[src/rtl/tx_arbiter.sv]
// tx_arbiter: shares the ring TX serializer, ctrl first then round-robin fwd/node; optional TX_TIMEOUT_EN aborts a stuck WAIT_DONE.
// Latency: eligible request -> grant, select and tx_start one cycle later; grant held until tx_done (or abort).
// Backpressure: no arbitration while tx_ready is low; requests simply wait, nothing is dropped.
module tx_arbiter #(
  parameter int unsigned TIMEOUT_CYCLES = 1024,
  parameter bit          NODE_FIRST     = 1'b0
) (
  input  logic       Clk_R,
  input  logic       Rst_R,
  input  logic       ctrl_req,
  input  logic       fwd_req,
  input  logic       node_req,
  input  logic       have_token,
  input  logic       tx_ready,
  input  logic       tx_done,
  output logic       ctrl_gnt,
  output logic       fwd_gnt,
  output logic       node_gnt,
  output logic       tx_start,
  output logic [1:0] tx_data_select,
  output logic       tx_busy,
  output logic       tx_timeout
);

  typedef enum logic [1:0] {
    IDLE      = 2'b00,
    START     = 2'b01,
    WAIT_DONE = 2'b10
  } state_t;

  localparam logic [1:0] SEL_NONE = 2'b00;
  localparam logic [1:0] SEL_CTRL = 2'b01;
  localparam logic [1:0] SEL_FWD  = 2'b10;
  localparam logic [1:0] SEL_NODE = 2'b11;

  if (TIMEOUT_CYCLES < 2) begin : g_cfg_chk
    $error("tx_arbiter: TIMEOUT_CYCLES must be at least 2");
  end

  state_t     state_q, state_d;
  logic [1:0] sel_q, sel_d;
  logic       rr_q, rr_d;        // 1: node preferred on a fwd/node tie
  logic       ctrl_elig, fwd_elig, node_elig, any_elig;
  logic [1:0] win_sel;
  logic       xfer_end;
  logic       timeout_hit;

  assign ctrl_elig = ctrl_req;
  assign fwd_elig  = fwd_req;
  assign node_elig = node_req & have_token;
  assign any_elig  = ctrl_elig | fwd_elig | node_elig;

  always_comb begin
    win_sel = SEL_NONE;
    if (ctrl_elig) begin
      win_sel = SEL_CTRL;
    end else if (fwd_elig && node_elig) begin
      win_sel = rr_q ? SEL_NODE : SEL_FWD;
    end else if (fwd_elig) begin
      win_sel = SEL_FWD;
    end else if (node_elig) begin
      win_sel = SEL_NODE;
    end
  end

`ifdef TX_TIMEOUT_EN
  localparam int unsigned CW = $clog2(TIMEOUT_CYCLES);
  localparam logic [CW-1:0] CNT_LAST = CW'(TIMEOUT_CYCLES - 1);

  logic [CW-1:0] cnt_q, cnt_d;

  // Held at zero outside a transfer so it starts from zero in START.
  always_comb begin
    cnt_d = cnt_q;
    if (state_q == IDLE) begin
      cnt_d = '0;
    end else if (state_q == WAIT_DONE) begin
      cnt_d = cnt_q + CW'(1);
    end
  end

  always_ff @(posedge Clk_R or posedge Rst_R) begin
    if (Rst_R) begin
      cnt_q <= '0;
    end else begin
      cnt_q <= cnt_d;
    end
  end

  assign timeout_hit = (state_q == WAIT_DONE) && (cnt_q == CNT_LAST);
  assign tx_timeout  = timeout_hit & ~tx_done;
`else
  assign timeout_hit = 1'b0;
  assign tx_timeout  = 1'b0;
`endif

  always_comb begin
    state_d  = state_q;
    sel_d    = sel_q;
    rr_d     = rr_q;
    xfer_end = 1'b0;
    case (state_q)
      IDLE: begin
        if (tx_ready && any_elig) begin
          state_d = START;
          sel_d   = win_sel;
        end
      end
      START: begin
        if (tx_done) begin
          xfer_end = 1'b1;
        end else begin
          state_d = WAIT_DONE;
        end
      end
      WAIT_DONE: begin
        if (tx_done || timeout_hit) begin
          xfer_end = 1'b1;
        end
      end
      default: begin
        state_d = IDLE;
        sel_d   = SEL_NONE;
      end
    endcase
    // Pointer moves to the requester that was not just served; ctrl leaves it alone.
    if (xfer_end) begin
      state_d = IDLE;
      sel_d   = SEL_NONE;
      if (sel_q == SEL_FWD) begin
        rr_d = 1'b1;
      end else if (sel_q == SEL_NODE) begin
        rr_d = 1'b0;
      end
    end
  end

  always_ff @(posedge Clk_R or posedge Rst_R) begin
    if (Rst_R) begin
      state_q <= IDLE;
      sel_q   <= SEL_NONE;
      rr_q    <= NODE_FIRST;
    end else begin
      state_q <= state_d;
      sel_q   <= sel_d;
      rr_q    <= rr_d;
    end
  end

  assign ctrl_gnt       = (sel_q == SEL_CTRL);
  assign fwd_gnt        = (sel_q == SEL_FWD);
  assign node_gnt       = (sel_q == SEL_NODE);
  assign tx_data_select = sel_q;
  assign tx_start       = (state_q == START);
  assign tx_busy        = (state_q != IDLE);

  a_gnt_onehot : assert property (@(posedge Clk_R) disable iff (Rst_R)
    $onehot0({ctrl_gnt, fwd_gnt, node_gnt}));
  a_start_single : assert property (@(posedge Clk_R) disable iff (Rst_R)
    tx_start |=> !tx_start);
  a_busy_has_gnt : assert property (@(posedge Clk_R) disable iff (Rst_R)
    tx_busy |-> (tx_data_select != SEL_NONE));

endmodule

[config.mk]
export PLATFORM = sky130hd
export DESIGN_NAME = tx_arbiter
export DESIGN_NICKNAME = d
export VERILOG_FILES = /design/src/rtl/tx_arbiter.sv
export SDC_FILE = /design/constraint.sdc
export NUM_CORES = 1
export LEC_CHECK = 0
export ABC_AREA = 0
export BUFFER_PORTS_ARGS = -buffer_cell sky130_fd_sc_hd__buf_2
export CAP_MARGIN = 20
export CORE_MARGIN = 2
export CORE_UTILIZATION = 24
export CTS_BUF_LIST = sky130_fd_sc_hd__clkbuf_4
export DETAILED_ROUTE_END_ITERATION = 10
export SETUP_SLACK_MARGIN = 0.02
export SLEW_MARGIN = 10
export SYNTH_ARGS = -nofsm -noshare
export SYNTH_HDL_FRONTEND = slang
export SYNTH_SLANG_ARGS = --single-unit
[constraint.sdc]
create_clock -name Clk_R -period 1.6 [get_ports Clk_R]
set_input_delay 0.24 -clock Clk_R [delete_from_list [all_inputs] [get_ports Clk_R]]
set_output_delay 0.24 -clock Clk_R [all_outputs]
set_load 0.005 [all_outputs]
==> results.sh, run 1 <==
export IMPL_yosys_warnings=0
export IMPL_critPathMostFrequentCell="inv_1"
export IMPL_r2r_cells=5
export IMPL_fin_setup_tns_ps=0
export IMPL_fin_worst_skew_ps=3.80
export IMPL_critPathCaptureType="flip-flop"
export IMPL_ant_nets=0
export IMPL_regToRegSetupSlack_ps=200
export IMPL_fin_util_pct=33.4
export IMPL_total_power_uw=804
export IMPL_fin_crit_sh_pct=87.6
export IMPL_areaGrowthSynthToFinish_pct=32.7
export IMPL_synth_edf_count=0
export IMPL_timing_critical_path_from="state_q[0]"
export IMPL_reg2reg_to="state_q[1]"
export IMPL_ios=16
export IMPL_drive_gt1_share_pct=33.9
export IMPL_async_flop_share_pct=100
export IMPL_dp_hpwl_um=628
export IMPL_placed_cells_incl_taps=70
export IMPL_synthCells=41
export IMPL_ys_types=23
export IMPL_worstSetupPathType="flip-flop to flip-flop"
export IMPL_dp_slack_ps=194
export IMPL_drv_slew=0
export IMPL_fmax_mhz=714
export IMPL_dieArea_um2=1900
export IMPL_required_ps=1720
export IMPL_ys_seq_elements=5
export IMPL_synth_fp_nets=52
export IMPL_place_congestion=0.745
export IMPL_slowest_stage="dfrtp_1"
export IMPL_viasPerCell=4.69
export IMPL_clock_sinks=5
export IMPL_crit_path_cell_trace="inv_1 > ha_1 > inv_1 > o221ai_2 > mux2_1"
export IMPL_mostFrequentLayoutCells="buf_2, dfrtp_1"
export IMPL_worst_skew_pair_late_latency_ps=240
export IMPL_cellLeakagePower_nw=0.261
export IMPL_hold_violations=0
export IMPL_clockBufferDepth=2
export IMPL_fp_coreArea_um2=1490
export IMPL_grt_max_degree=9
export IMPL_dr_pass1_iters=4
export IMPL_ctsHoldBuffers=1
export IMPL_cts_buffers=3
export IMPL_antenna_cells=0
export IMPL_drc=0
export IMPL_critPathMaxFanout=3
export IMPL_cts_tree="built"
export IMPL_antenna_found_initial=0
export IMPL_dpl_cell_area_um2=458
export IMPL_finalSetupViolCount=0
export IMPL_drt_first_iter_violations=18
export IMPL_rsz0062_at_grt="false"
export IMPL_crit_path_end="state_q[1]"
export IMPL_drv_cap=0
export IMPL_drt_total_wl_um=754
export IMPL_cts_resized=0
export IMPL_final_area_um2=498
export IMPL_cpPeakStageDelay_ps=370
export IMPL_grt_pass1_vias=290
export IMPL_grt_pass1_wl_mm=1.21
export IMPL_hp_class="input pin to flip-flop"
export IMPL_finalCriticalPeriod_ps=1400
export IMPL_crit_buf_inv=2
export IMPL_avgSynthCellArea_um2=9.16
export IMPL_worstSetupStartpointType="flip-flop"
export IMPL_peakVddDrop_uv=676
export IMPL_post_cts_buffers=0
export IMPL_fp_dieW_um=43.5
export IMPL_synth_seq_area_share_pct=33.3
export IMPL_mostFrequentLayoutCell="buf_2"
export IMPL_netlist_area_um2=375
export IMPL_drt_wirelength_per_cell_um=10.1
export IMPL_power_density_nw_per_um2=1610
export IMPL_status="complete, no violations"
export IMPL_vias=352
export IMPL_track_usage_pct=8.80
export IMPL_cts_max_level=1
export IMPL_clockRootBuffer="clkbuf_4"
export IMPL_grt_overflow_total=0
export IMPL_path_depth=5
export IMPL_critical_path_top_delay_family="flip-flops"
export IMPL_hold_ws_ps=288
export IMPL_cp_data_arrival_time_ps=1520
export IMPL_initial_utilization_pct=25.2
export IMPL_ys_flop_type="dfrtp_1"
export IMPL_num_nets_final=71
export IMPL_fp_row_count=14
export IMPL_fin_cells=75
export IMPL_port_buffers=14
export IMPL_die_height_um=43.5
export IMPL_path_clk_slew_ps=40
export IMPL_rr_startpoint="state_q[0]"
export IMPL_timing_final_ws_setup_ps=199
power breakdown:
group	internal [mW]	leakage [nW]	switching, mW
clock network	0.111	0.0184	0.0511
logic	0.196	0.178	0.212
registers	0.182	0.0645	0.0526
total	0.489	0.261	0.315
sequential cells by signal, indices dropped and copies added, names as in the netlist:
name,count
rr_q,1
state_q,2
tx_data_select,2
kinds of logic after synthesis:
family,count (synthesis),synth area share (%)
muxes,1,3.00
other,1,0.999
DFF,5,33.3
and+or+nand+nor,15,21.3
adders and majority gates,3,10.0
AOI/OAI and AO/OA,11,25.3
buffers and inverters,5,6.00
layer usage:
| metal | up-vias | global-route usage (%) | wire (um) |
|---|---|---|---|
| met5 | - | 0 | 0 |
| met4 | 0 | 3.64 | 12 |
| met3 | 2 | 3.75 | 61 |
| met2 | 12 | 12.4 | 322 |
| met1 | 152 | 11.8 | 357 |
| li1 | 186 | - | - |
how the worst min path moves through the flow:
stage             from                 to  slack, ps  depth (start not counted)
2_1_floorplan    Rst_R               rr_q         20                          1
3_3_place_gp     Rst_R         state_q[1]        150                          2
3_5_place_dp     Rst_R         state_q[1]        150                          2
4_1_cts        tx_done  tx_data_select[0]        280                          2
5_1_grt        tx_done  tx_data_select[0]        290                          2
6_report       tx_done  tx_data_select[0]        290                          2
synth_stat cells (2+ instances only):
master / instances / area (um2)
nor2b_1: 3 / 18.8
inv_1: 4 / 15.0
ha_1: 3 / 37.5
nand3_1: 4 / 20.0
dfrtp_1: 5 / 125
nand2_1: 4 / 15.0
a21oi_1: 2 / 10.0
area by class of cell:
type	instances	area, um2
sequential	5	125
inverter	4	15.0
tap	16	20.0
timing repair buffer	15	80.1
clock buffer	4	30.0
fill	152	991
multi-input combinational	31	228
worst reg2reg max path: cells and delay by family, from the launching register on:
| family | cells | cell delay, ps |
|---|---|---|
| flops | 1 | 370 |
| mux | 1 | 340 |
| buf+inv | 2 | 190 |
| fa+ha+maj | 1 | 190 |
| compound gates | 1 | 180 |
Note: power is estimated with default switching activity, not from simulation.
==> run 2, diff against run 1 <==
--- a/config.mk
+++ b/config.mk
@@ -6,5 +6,4 @@
 export NUM_CORES = 1
 export LEC_CHECK = 0
-export ABC_AREA = 0
 export BUFFER_PORTS_ARGS = -buffer_cell sky130_fd_sc_hd__buf_2
 export CAP_MARGIN = 20
==> constraint.sdc (replaced) <==
create_clock -name Clk_R -period 1.6 [get_ports Clk_R]
set_input_delay 0.24 -clock Clk_R [delete_from_list [all_inputs] [get_ports Clk_R]]
set_output_delay 0.24 -clock Clk_R [all_outputs]
set_load 0.1 [all_outputs]
==> run 2 against run 1 <==
Net effect: via count increased by 6.5%; worst hold slack improved by 2.6 ps; final cell count unchanged; critical path depth decreased by 3; critical endpoint is now fwd_gnt; count of clock-buffer cells in the layout unchanged; maximum frequency decreased by 7.6%; sequential share of layout area decreased by 2.2 points; first-iteration DRC count decreased by 67%; clock skew increased by 4.3 ps; utilization increased by 4.7 points.
==> results.sh, run 2 (synthesis gave the netlist of run 1 again) <==
export IMPL_status="complete, no violations"
export IMPL_hold_violations=0
export IMPL_grt_max_degree=9
export IMPL_drc=0
export IMPL_timing_critical_path_from="tx_data_select[0]"
export IMPL_reg2reg_to="state_q[1]"
export IMPL_clock_sinks=5
export IMPL_finalCriticalPeriod_ps=1520
export IMPL_vias=375
export IMPL_dr_pass1_iters=4
export IMPL_mostFrequentLayoutCells="buf_2, nand3_1, nand2_1, clkbuf_4, dfrtp_1"
export IMPL_critPathCaptureType="primary output"
export IMPL_port_buffers=14
export IMPL_fin_setup_tns_ps=0
export IMPL_track_usage_pct=12.0
export IMPL_crit_buf_inv=1
export IMPL_cts_buffers=3
export IMPL_rsz0062_at_grt="false"
export IMPL_place_congestion=0.695
export IMPL_crit_path_cell_trace="nor2b_4 > buf_2"
export IMPL_fmax_mhz=659
export IMPL_path_clk_slew_ps=50
export IMPL_clockRootBuffer="clkbuf_4"
export IMPL_drive_gt1_share_pct=50.8
export IMPL_fin_crit_sh_pct=94.8
export IMPL_fin_util_pct=38.2
export IMPL_cts_max_level=1
export IMPL_drt_first_iter_violations=6
export IMPL_grt_overflow_total=0
export IMPL_worstSetupPathType="flip-flop to primary output"
export IMPL_antenna_cells=0
export IMPL_critPathMaxFanout=7
export IMPL_fin_worst_skew_ps=8.06
export IMPL_finalSetupViolCount=0
export IMPL_slowest_stage="dfrtp_4"
export IMPL_drt_total_wl_um=960
export IMPL_crit_path_end="fwd_gnt"
export IMPL_initial_utilization_pct=25.2
export IMPL_worst_skew_pair_late_latency_ps=250
export IMPL_viasPerCell=5.00
export IMPL_drt_wirelength_per_cell_um=12.8
export IMPL_fp_coreArea_um2=1490
export IMPL_post_cts_buffers=0
export IMPL_fp_dieW_um=43.5
export IMPL_critical_path_top_delay_family="flip-flops"
export IMPL_antenna_found_initial=0
export IMPL_cp_data_arrival_time_ps=1280
export IMPL_mostFrequentLayoutCell="buf_2"
export IMPL_ant_nets=0
export IMPL_grt_pass1_wl_mm=1.57
export IMPL_placed_cells_incl_taps=70
export IMPL_dpl_cell_area_um2=528
export IMPL_dieArea_um2=1900
export IMPL_regToRegSetupSlack_ps=200
export IMPL_final_area_um2=568
export IMPL_drv_cap=0
export IMPL_cts_tree="built"
export IMPL_cpPeakStageDelay_ps=510
export IMPL_dp_hpwl_um=747
export IMPL_fin_cells=75
export IMPL_worstSetupStartpointType="flip-flop"
export IMPL_fp_row_count=14
export IMPL_ios=16
export IMPL_r2r_cells=5
export IMPL_drv_slew=0
export IMPL_path_depth=2
export IMPL_die_height_um=43.5
export IMPL_rr_startpoint="state_q[1]"
export IMPL_areaGrowthSynthToFinish_pct=51.3
export IMPL_hp_class="input pin to flip-flop"
export IMPL_grt_pass1_vias=381
export IMPL_required_ps=1360
export IMPL_cts_resized=0
export IMPL_clockBufferDepth=2
export IMPL_num_nets_final=71
## run 2: changes by cell type in the layout (fill, tap and decap cells not counted), sizes merged
cell / delta
clkinvlp: +1
inv: -1
## run 2: worst min path at each step
| stage | to | start | depth (start not counted) | slack (ps) |
|---|---|---|---|---|
| 2_1_floorplan | rr_q | Rst_R | 1 | 20 |
| 3_3_place_gp | rr_q | Rst_R | 2 | 160 |
| 3_5_place_dp | tx_data_select[0] | Rst_R | 2 | 170 |
| 4_1_cts | tx_data_select[0] | tx_done | 2 | 280 |
| 5_1_grt | tx_data_select[0] | tx_done | 2 | 310 |
| 6_report | tx_data_select[0] | tx_done | 2 | 290 |
## run 2: layer usage
layer	share of wire, %	track usage (%)	vias up
met5	0	0	-
met4	0.52	9.09	0
met3	4.5	2.50	2
met2	52	20.6	9
met1	43	12.5	179
li1	-	-	185
## run 2: repair_timing
item | 4_1_cts | 5_1_grt
hold buffers | 1 | 0
endpoints found under the hold margin | 5 | 0
endpoints found under the setup margin | 0 | 0
## run 2: final cells by class
cell class / instances / area [um2]
inverters: 4 / 18.8
repair buffers: 15 / 110
flip-flops and latches: 5 / 130
fillers: 155 / 921
clock buffers: 4 / 30.0
multi-input cells: 31 / 259
well taps: 16 / 20.0
## run 2: per-stage QoR
stage	hold WS [ps]	worst slack, ps
after floorplan	18.5	-215
after global placement	160	230
after detailed placement	173	206
after CTS	280	63.3
after global routing	313	45.3
final	291	83.5
Power of run 2 is not shown: default switching activity piles up to over one toggle a cycle in this logic, so the estimate is an artifact.
